$ cat config.mk
export PLATFORM = sky130hd
export DESIGN_NAME = systolic_ctrl_flat
export DESIGN_NICKNAME = d
export VERILOG_FILES = /design/src/rtl/systolic_ctrl_if.sv /design/src/rtl/systolic_ctrl.sv /design/src/flat_wrapper.sv
export SDC_FILE = /design/constraint.sdc
export NUM_CORES = 1
export LEC_CHECK = 0
export BUFFER_PORTS_ARGS = -buffer_cell sky130_fd_sc_hd__buf_2
export CAP_MARGIN = 20
export CORE_ASPECT_RATIO = 2
export CORE_MARGIN = 2
export CORE_UTILIZATION = 35
export DETAILED_ROUTE_END_ITERATION = 8
export GPL_TIMING_DRIVEN = 1
export PLACE_DENSITY = 0.5
export REMOVE_ABC_BUFFERS = 1
export SYNTH_ARGS = -nofsm -noshare
export SYNTH_HDL_FRONTEND = slang
export SYNTH_SLANG_ARGS = --single-unit
export TNS_END_PERCENT = 20
$ cat constraint.sdc
create_clock -name clk -period 3.35 [get_ports clk]
set_clock_uncertainty 0.1 [all_clocks]
set_input_delay 0.5025 -clock clk [delete_from_list [all_inputs] [get_ports clk]]
set_output_delay 0.5025 -clock clk [all_outputs]
set_load 0.02 [all_outputs]
$ cat src/rtl/systolic_ctrl_if.sv
// systolic_ctrl_if: job request and array/buffer control bundle.
// slave = controller side, master = job issuer / array side.
interface systolic_ctrl_if #(
  parameter int ARR  = 4,
  parameter int NV_W = 8
);
  localparam int AW = $clog2(ARR);

  logic            start;
  logic            load_wt;
  logic [NV_W-1:0] num_vec;
  logic            mac_control;
  logic            wt_rd_en;
  logic [AW-1:0]   wt_rd_addr;
  logic            act_rd_en;
  logic [NV_W-1:0] act_rd_addr;
  logic [ARR-1:0]  out_valid;
  logic            busy;
  logic            done;

  modport master (
    output start, load_wt, num_vec,
    input  mac_control, wt_rd_en, wt_rd_addr,
    input  act_rd_en, act_rd_addr,
    input  out_valid, busy, done
  );

  modport slave (
    input  start, load_wt, num_vec,
    output mac_control, wt_rd_en, wt_rd_addr,
    output act_rd_en, act_rd_addr,
    output out_valid, busy, done
  );
endinterface

$ cat src/rtl/systolic_ctrl.sv
// systolic_ctrl: sequencer for an ARR x ARR weight-stationary MAC array.
// Ports: clk, rst_n (async low); bus.slave carries start/load_wt/num_vec
// in, and mac_control, weight/activation read strobes+addresses,
// out_valid, busy, done out.
module systolic_ctrl #(
  parameter int ARR  = 4,
  parameter int NV_W = 8
) (
  input  logic          clk,
  input  logic          rst_n,
  systolic_ctrl_if.slave bus
);
  localparam int AW = $clog2(ARR);
  localparam int CW = $clog2(3 * ARR + (1 << NV_W) + 2);

  localparam logic [CW-1:0] C_ONE  = CW'(1);
  localparam logic [CW-1:0] C_TWO  = CW'(2);
  localparam logic [CW-1:0] C_ARR  = CW'(ARR);
  localparam logic [CW-1:0] C_3ARR = CW'(3 * ARR);

  typedef enum logic [2:0] {
    S_IDLE,
    S_WLOAD,
    S_STREAM,
    S_DRAIN,
    S_DONE
  } state_e;

  state_e          state_q, state_d;
  logic [CW-1:0]   cnt_q, cnt_d;
  logic [NV_W-1:0] nv_q, nv_d;

  logic [CW-1:0] nv_w;
  logic [CW-1:0] act_last;
  logic [CW-1:0] drain_last;

  // Cycle numbers always follow the weight-loading timeline; a job
  // without a weight load simply starts its count at ARR+1.
  assign nv_w       = CW'(nv_q);
  assign act_last   = C_ARR + nv_w;
  assign drain_last = C_3ARR + nv_w;

  always_ff @(posedge clk or negedge rst_n) begin
    if (!rst_n) begin
      state_q <= S_IDLE;
      cnt_q   <= '0;
      nv_q    <= '0;
    end else begin
      state_q <= state_d;
      cnt_q   <= cnt_d;
      nv_q    <= nv_d;
    end
  end

  always_comb begin
    state_d = state_q;
    cnt_d   = cnt_q;
    nv_d    = nv_q;
    unique case (state_q)
      S_IDLE: begin
        if (bus.start && bus.num_vec != '0) begin
          nv_d = bus.num_vec;
          if (bus.load_wt) begin
            state_d = S_WLOAD;
            cnt_d   = C_ONE;
          end else begin
            state_d = S_STREAM;
            cnt_d   = C_ARR + C_ONE;
          end
        end
      end
      // WLOAD spans 1..ARR+1 so every mac_control cycle stays inside it;
      // its last cycle also issues the first activation read.
      S_WLOAD: begin
        cnt_d = cnt_q + C_ONE;
        if (cnt_q == C_ARR + C_ONE) begin
          state_d = (nv_q == NV_W'(1)) ? S_DRAIN : S_STREAM;
        end
      end
      S_STREAM: begin
        cnt_d = cnt_q + C_ONE;
        if (cnt_q == act_last) state_d = S_DRAIN;
      end
      S_DRAIN: begin
        cnt_d = cnt_q + C_ONE;
        if (cnt_q == drain_last) state_d = S_DONE;
      end
      S_DONE: begin
        state_d = S_IDLE;
        cnt_d   = '0;
      end
      default: begin
        state_d = S_IDLE;
        cnt_d   = '0;
      end
    endcase
  end

  logic           in_wl;
  logic           in_st;
  logic           busy;
  logic           wen;
  logic           aen;
  logic [ARR-1:0] ov;

  assign in_wl = (state_q == S_WLOAD);
  assign in_st = (state_q == S_STREAM);
  assign busy  = (state_q != S_IDLE);
  assign wen   = in_wl && (cnt_q <= C_ARR);
  assign aen   = (in_wl || in_st) && (cnt_q > C_ARR)
              && (cnt_q <= act_last);

  // Column j sees its results ARR rows deep plus j cycles of skew.
  always_comb begin
    ov = '0;
    for (int j = 0; j < ARR; j++) begin
      if (busy
          && cnt_q >= CW'(2 * ARR + 2 + j)
          && cnt_q <= CW'(2 * ARR + 1 + j) + nv_w) begin
        ov[j] = 1'b1;
      end
    end
  end

  assign bus.mac_control = in_wl && (cnt_q >= C_TWO);
  assign bus.wt_rd_en    = wen;
  assign bus.wt_rd_addr  = wen ? AW'(C_ARR - cnt_q) : '0;
  assign bus.act_rd_en   = aen;
  assign bus.act_rd_addr = aen ? NV_W'(cnt_q - C_ARR - C_ONE) : '0;
  assign bus.out_valid   = ov;
  assign bus.busy        = busy;
  assign bus.done        = (state_q == S_DONE);
endmodule

$ cat src/flat_wrapper.sv
// flat-port wrapper written by rule: the top's interface ports become plain ports
module systolic_ctrl_flat 
#(
  parameter int ARR  = 4,
  parameter int NV_W = 8
)
  (clk, rst_n, bus_start, bus_load_wt, bus_num_vec, bus_mac_control, bus_wt_rd_en, bus_wt_rd_addr, bus_act_rd_en, bus_act_rd_addr, bus_out_valid, bus_busy, bus_done);
  systolic_ctrl_if #(.ARR(ARR), .NV_W(NV_W)) bus_i ();
  input  logic clk;
  input  logic rst_n;
  input wire logic [$bits(bus_i.start)-1:0] bus_start;
  input wire logic [$bits(bus_i.load_wt)-1:0] bus_load_wt;
  input wire logic [$bits(bus_i.num_vec)-1:0] bus_num_vec;
  output wire logic [$bits(bus_i.mac_control)-1:0] bus_mac_control;
  output wire logic [$bits(bus_i.wt_rd_en)-1:0] bus_wt_rd_en;
  output wire logic [$bits(bus_i.wt_rd_addr)-1:0] bus_wt_rd_addr;
  output wire logic [$bits(bus_i.act_rd_en)-1:0] bus_act_rd_en;
  output wire logic [$bits(bus_i.act_rd_addr)-1:0] bus_act_rd_addr;
  output wire logic [$bits(bus_i.out_valid)-1:0] bus_out_valid;
  output wire logic [$bits(bus_i.busy)-1:0] bus_busy;
  output wire logic [$bits(bus_i.done)-1:0] bus_done;
  assign bus_i.start = bus_start;
  assign bus_i.load_wt = bus_load_wt;
  assign bus_i.num_vec = bus_num_vec;
  assign bus_mac_control = bus_i.mac_control;
  assign bus_wt_rd_en = bus_i.wt_rd_en;
  assign bus_wt_rd_addr = bus_i.wt_rd_addr;
  assign bus_act_rd_en = bus_i.act_rd_en;
  assign bus_act_rd_addr = bus_i.act_rd_addr;
  assign bus_out_valid = bus_i.out_valid;
  assign bus_busy = bus_i.busy;
  assign bus_done = bus_i.done;
  systolic_ctrl #(.ARR(ARR), .NV_W(NV_W)) u_core (.clk(clk), .rst_n(rst_n), .bus(bus_i));
endmodule
==> reports/metrics.yaml, run 1 <==
critPathKind: "register to primary output"
grt_util_met3_pct: 1.46
die_y_um: 131
grt_pass1_vias: 2663
core_sq_mm: 0.00789
ys_warn_count: 0
yosys.area.top_type: "ha_1"
cp_slowest_cell: "dfrtp_2"
hold_class: "input port to asynchronous set/reset pin"
fin_nets: 462
path_cells: "buf_6 -> ha_4 -> nand3_2 -> xor2_1 -> ha_1 -> a21o_1 -> a21o_1 -> a221oi_4 -> a31oi_4 -> nor3_2 -> buf_4"
grt_overflow: 0
hold_viol: 0
p_leak_nw: 1.64
synth_top_cell_area_share_pct: 23.5
worstPathMaxFanout: 6
areaGrowthSynthToFinish_pct: 30.8
p_per_area_mw_per_mm2: 895
post-dp-hpwl_mm: 6.84
yosysUniqueCellTypes: 49
grt_first_pass_wirelength_mm: 14.0
finalCriticalPeriod_ps: 3380
n_fill_cell: 760
synth_seq_cells: 20
initial_utilization_pct: 35.7
critPathMaxStageDelay_ps: 480
synth_edf_count: 0
dpl.cell_count: 469
fmax_ghz: 0.296
cts_tree: "yes"
grt_max_degree: 21
dieArea_sq_mm: 0.00882
vias_per_cell: 5.55
finalWirelength_mm: 9.00
htree_num_levels: 1
numCtsBuffers: 3
drv_slew: 0
power.total_mw: 3.30
yosys_most_used_dff: "dfrtp_1"
critPathRequiredTime_ps: 2750
outcome: "finished with violations"
setup_slack_ps: -32.9
drv_cap: 0
grt_usage_pct: 22.0
avgRoutedWirePerCell_um: 18.3
violations: "negative setup slack"
clk_pin_slew_ps: 60
rrSetupSlack_ps: 510
drt_iter0_markers: 100
ys_seq_area_share_pct: 17.8
use_met1_pct: 24.2
postPlaceCellArea_sq_mm: 0.00321
drcViolationCount: 0
synthTopCellsByArea: "ha_1 24%, dfrtp_1 18%, xor2_1 5.0%"
final-setup-viol-count: 2
diodes: 0
layout_common_cells: "46 x ha_1, 44 x buf_4, 36 x nor2_1"
async_flop_share_pct: 100
fin_area_sq_mm: 0.00368
dp_slack_ps: 18.6
final_common_cell: "ha_1"
critPathArrivalTime_ps: 2780
clk_latency_ps: 270
cts.sinks: 20
clk_path_buf_depth: 2
hold-worst-slack_ps: 85.6
avgSynthCellArea_sq_um: 8.38
worst_pin_slew_ps: 627
drive_above_1_share_pct: 32.8
critical_path.most_common_cell: "a21o_1"
port-buffer-count: 30
vdd_drop_max_v: 0.000441
ios: 31
final_cells: 492
first_pass_iters: 4
cp_top_family: "compound AO/OA/AOI/OAI gates"
crit_buf_inv: 2
fp.dieW_um: 67.4
gp_congestion: 0.863
end_kind: "primary output"
root_buffer: "clkbuf_16"
num_rows: 46
rsz0062_at_grt: "yes"
num_vias: 2732
hold_buffers: 0
relSlewSlack_pct: 57.8
fin_crit_sh_pct: 101
top_usage_layer: "met2"
synthCells: 336
met2_usage_pct: 41.1
syn_area_sq_mm: 0.00282
antenna_found_initial: 0
start_kind: "register"
drtAntennaViolNets: 0
[power by group]
part           total [mW]  switching (mW)  internal, mW
sequential          0.579           0.249         0.330
clock               0.285           0.103         0.183
combinational        2.43            1.30          1.13
total                3.30            1.65          1.64
[layer usage]
metal | share of wire [%] | vias to the layer above
met5 | 0 | -
met4 | 3.9 | 0
met3 | 2.4 | 23
met2 | 55 | 54
met1 | 38 | 1327
li1 | - | 1328
[worst register-to-register path, delay by kind of cell, from the launching register on]
family | cells | cell delay (ps)
XOR/XNOR | 1 | 140
AO/OA/AOI/OAI | 1 | 350
AND/OR/NAND/NOR | 4 | 610
flip-flops | 1 | 470
buffers and inverters | 2 | 280
adder cells (fa/ha/maj) | 2 | 430
multiplexers | 1 | 350
[repair_timing]
item                       in CTS  in global routing
cloned                          1                  0
setup endpoints to repair      13                 13
buffers inserted               15                  3
gates resized for setup        40                 19
pin swaps                      20                 10
[sequential cells by signal, summed over array words and instances, names as in the netlist]
signal          count
u_core.state_q      3
u_core.nv_q         8
u_core.cnt_q        9
[area by class of cell]
| type | count | area [sq um] | area share, % |
|---|---|---|---|
| clock buffers | 4 | 88.8 | 2.41 |
| inverters | 12 | 45.0 | 1.22 |
| multi-input cells | 289 | 2410 | 65.5 |
| flip-flops and latches | 20 | 504 | 13.7 |
| well taps | 96 | 120 | 3.26 |
| repair buffers | 71 | 512 | 13.9 |
[metrics by stage]
stage                     util [%]  TNS [ps]
after floorplan                  -      -152
after global placement        40.7         0
after detailed placement      40.7         0
after CTS                     45.4     -13.7
after global routing          46.7      -948
final                         46.7     -63.4
[cell families (layout without fill, tap and decap cells)]
family                     count (synthesis)  count (layout)  synth area share, %
adders and majority gates                 53              53                 23.5
AOI/OAI and AO/OA                         74              75                 18.7
DFF                                       20              20                 17.8
xor gates and xnor gates                  30              30                 9.33
muxes                                      9               9                 3.60
and+or+nand+nor                          122             122                 23.1
buffers and inverters                     28              87                 3.86
[worst paths after layout]
check | start | cells after the start | to
min reg2reg | u_core.cnt_q[0]$_DFFE_PN0N_ | 2 | u_core.cnt_q[0]$_DFFE_PN0N_
max | u_core.nv_q[2]$_DFFE_PN0P_ | 11 | bus_act_rd_addr[2]
min in group clk | bus_num_vec[4] | 2 | u_core.nv_q[4]$_DFFE_PN0P_
max in group asynchronous | rst_n | 1 | u_core.nv_q[0]$_DFFE_PN0P_
min | rst_n | 1 | u_core.cnt_q[6]$_DFFE_PN0N_
max reg2reg | u_core.nv_q[2]$_DFFE_PN0P_ | 11 | u_core.state_q[0]$_DFFE_PN0P_
[Yosys cell counts (all sizes together) (3+ instances only)]
library cell  count
nand4             4
a31oi             5
nor2             39
nor4              4
nand3            13
a221oi            4
inv              12
a21o             12
xor2             16
ha               53
clkbuf           11
dfrtp            20
o21bai            4
o21ai            15
nand2            20
and3              6
nand2b            5
mux2              9
nor2b             8
buf               5
xnor2            14
nor3              7
a21oi            16
and4              3
and2              6
a211oi            3
(Power assumes the default switching activity.)
==> run 2: changes to the inputs <==
==> constraint.sdc (replaced) <==
create_clock -name clk -period 3.59 [get_ports clk]
set_clock_uncertainty 0.1 [all_clocks]
set_input_delay 0.5385 -clock clk [delete_from_list [all_inputs] [get_ports clk]]
set_output_delay 0.5385 -clock clk [all_outputs]
set_load 0.02 [all_outputs]
==> reports/metrics.yaml, run 2 (synthesized netlist as in run 1, its figures left out) <==
critPathMaxStageDelay_ps: 440
drv_slew: 0
p_per_area_mw_per_mm2: 829
layout_common_cells: "50 x ha_1, 37 x nor2_1, 27 x buf_2"
vdd_drop_max_v: 0.000427
hold_viol: 0
cp_slowest_cell: "dfrtp_2"
finalCriticalPeriod_ps: 3490
clk_pin_slew_ps: 60
use_met1_pct: 23.3
drcViolationCount: 0
num_vias: 2592
critPathKind: "register to primary output"
die_y_um: 131
drv_cap: 0
dieArea_sq_mm: 0.00882
power.total_mw: 2.75
critical_path.most_common_cell: "ha_1"
grt_pass1_vias: 2624
finalWirelength_mm: 8.55
fp.dieW_um: 67.4
grt_util_met3_pct: 1.03
grt_overflow: 0
gp_congestion: 0.817
largest_reg_flops: 9
clk_latency_ps: 260
numCtsBuffers: 3
top_register: "u_core.cnt_q"
critPathRequiredTime_ps: 2950
top_usage_layer: "met2"
grt_first_pass_wirelength_mm: 13.5
areaGrowthSynthToFinish_pct: 17.8
rsz0062_at_grt: "yes"
grt_usage_pct: 20.9
grt_max_degree: 21
hold_buffers: 0
drive_above_1_share_pct: 24.1
post-dp-hpwl_mm: 6.67
end_kind: "primary output"
fin_nets: 436
fmax_ghz: 0.286
initial_utilization_pct: 35.7
hold_class: "input port to asynchronous set/reset pin"
fin_area_sq_mm: 0.00332
core_sq_mm: 0.00789
postPlaceCellArea_sq_mm: 0.00313
start_kind: "register"
fin_crit_sh_pct: 97.2
ios: 31
htree_num_levels: 1
num_rows: 46
cts.sinks: 20
met2_usage_pct: 39.7
relSlewSlack_pct: 55.9
vias_per_cell: 5.56
critPathArrivalTime_ps: 2850
final-setup-viol-count: 0
drtAntennaViolNets: 0
p_leak_nw: 1.50
first_pass_iters: 4
final_common_cell: "ha_1"
worst_pin_slew_ps: 661
antenna_found_initial: 0
path_cells: "ha_1 -> a21oi_2 -> nor2_1 -> xnor2_1 -> ha_1 -> a21oi_1 -> nor2b_1 -> o21ai_1 -> o311ai_1 -> a221oi_1 -> buf_2"
avgRoutedWirePerCell_um: 18.3
cts_tree: "yes"
drt_iter0_markers: 79
clk_path_buf_depth: 2
port-buffer-count: 30
root_buffer: "clkbuf_16"
dp_slack_ps: 181
worstPathMaxFanout: 4
diodes: 0
top_regs: "u_core.cnt_q (9), u_core.nv_q (8), u_core.state_q (3)"
outcome: "finished clean"
setup_slack_ps: 99.4
final_core_util_pct: 42.1
-- run 2: changes by cell type in the layout (fill, tap and decap cells not counted), moves of 2 or more --
cell      delta
a21oi_2      -3
and4_1       +2
buf_6        -4
ha_1         +4
ha_4         -5
buf_4       -27
buf_2        +6
a21oi_1      +4
a221oi_4     -2
and4_4       -2
-- run 2: path summary, 6_finish.rpt --
path | from | to | slack [ps] | cells past startpoint
min in group clk | bus_num_vec[5] | u_core.nv_q[5]$_DFFE_PN0P_ | 420 | 2
worst max register to register | u_core.nv_q[2]$_DFFE_PN0P_ | u_core.state_q[0]$_DFFE_PN0P_ | 750 | 10
max in group asynchronous | rst_n | u_core.nv_q[2]$_DFFE_PN0P_ | 2880 | 1
worst min-delay path | rst_n | u_core.cnt_q[6]$_DFFE_PN0N_ | 130 | 1
worst max-delay path | u_core.nv_q[2]$_DFFE_PN0P_ | bus_out_valid[1] | 100 | 11
worst min register to register | u_core.nv_q[0]$_DFFE_PN0P_ | u_core.nv_q[0]$_DFFE_PN0P_ | 560 | 1
-- run 2: final cells by class --
cell class / count / area, sq um
Fill cell: 813 / 4570
Multi-Input combinational cell: 288 / 2260
Sequential cell: 20 / 504
Timing Repair Buffer: 46 / 294
Tap cell: 96 / 120
Clock buffer: 4 / 88.8
Inverter: 12 / 47.5
-- run 2: through the flow --
step,hold slack [ps],setup TNS (ps),std cells
floorplan,143,0,320
global placement,441,0,459
detailed placement,443,0,459
CTS,162,0,463
global route,182,-23.2,466
finish,134,0,466
-- run 2: per-layer routing --
layer,wire [um],up-vias,part of all wire (%)
li1,-,1281,-
met1,3390,1254,40
met2,4720,43,55
met3,185,14,2.2
met4,246,0,2.9
met5,0,-,0
-- run 2: where the power goes --
group	switching, mW	total, mW	internal, mW
clock network	0.0950	0.265	0.171
registers	0.267	0.575	0.307
logic	1.06	1.91	0.848
total	1.42	2.75	1.33
-- run 2: critical path, delay by kind of cell, from the launching register on --
kind / cells / cell delay, ps
AOI/OAI and AO/OA: 5 / 1080
xor gates and xnor gates: 1 / 160
adders and majority gates: 2 / 550
buffers and inverters: 1 / 230
DFF: 1 / 440
and+or+nand+nor: 2 / 130
-- run 2: what timing repair did --
item,4_1_cts,5_1_grt
setup endpoints to repair,4,12
gates resized for setup,5,20
pin swaps,0,5
setup buffers,0,3
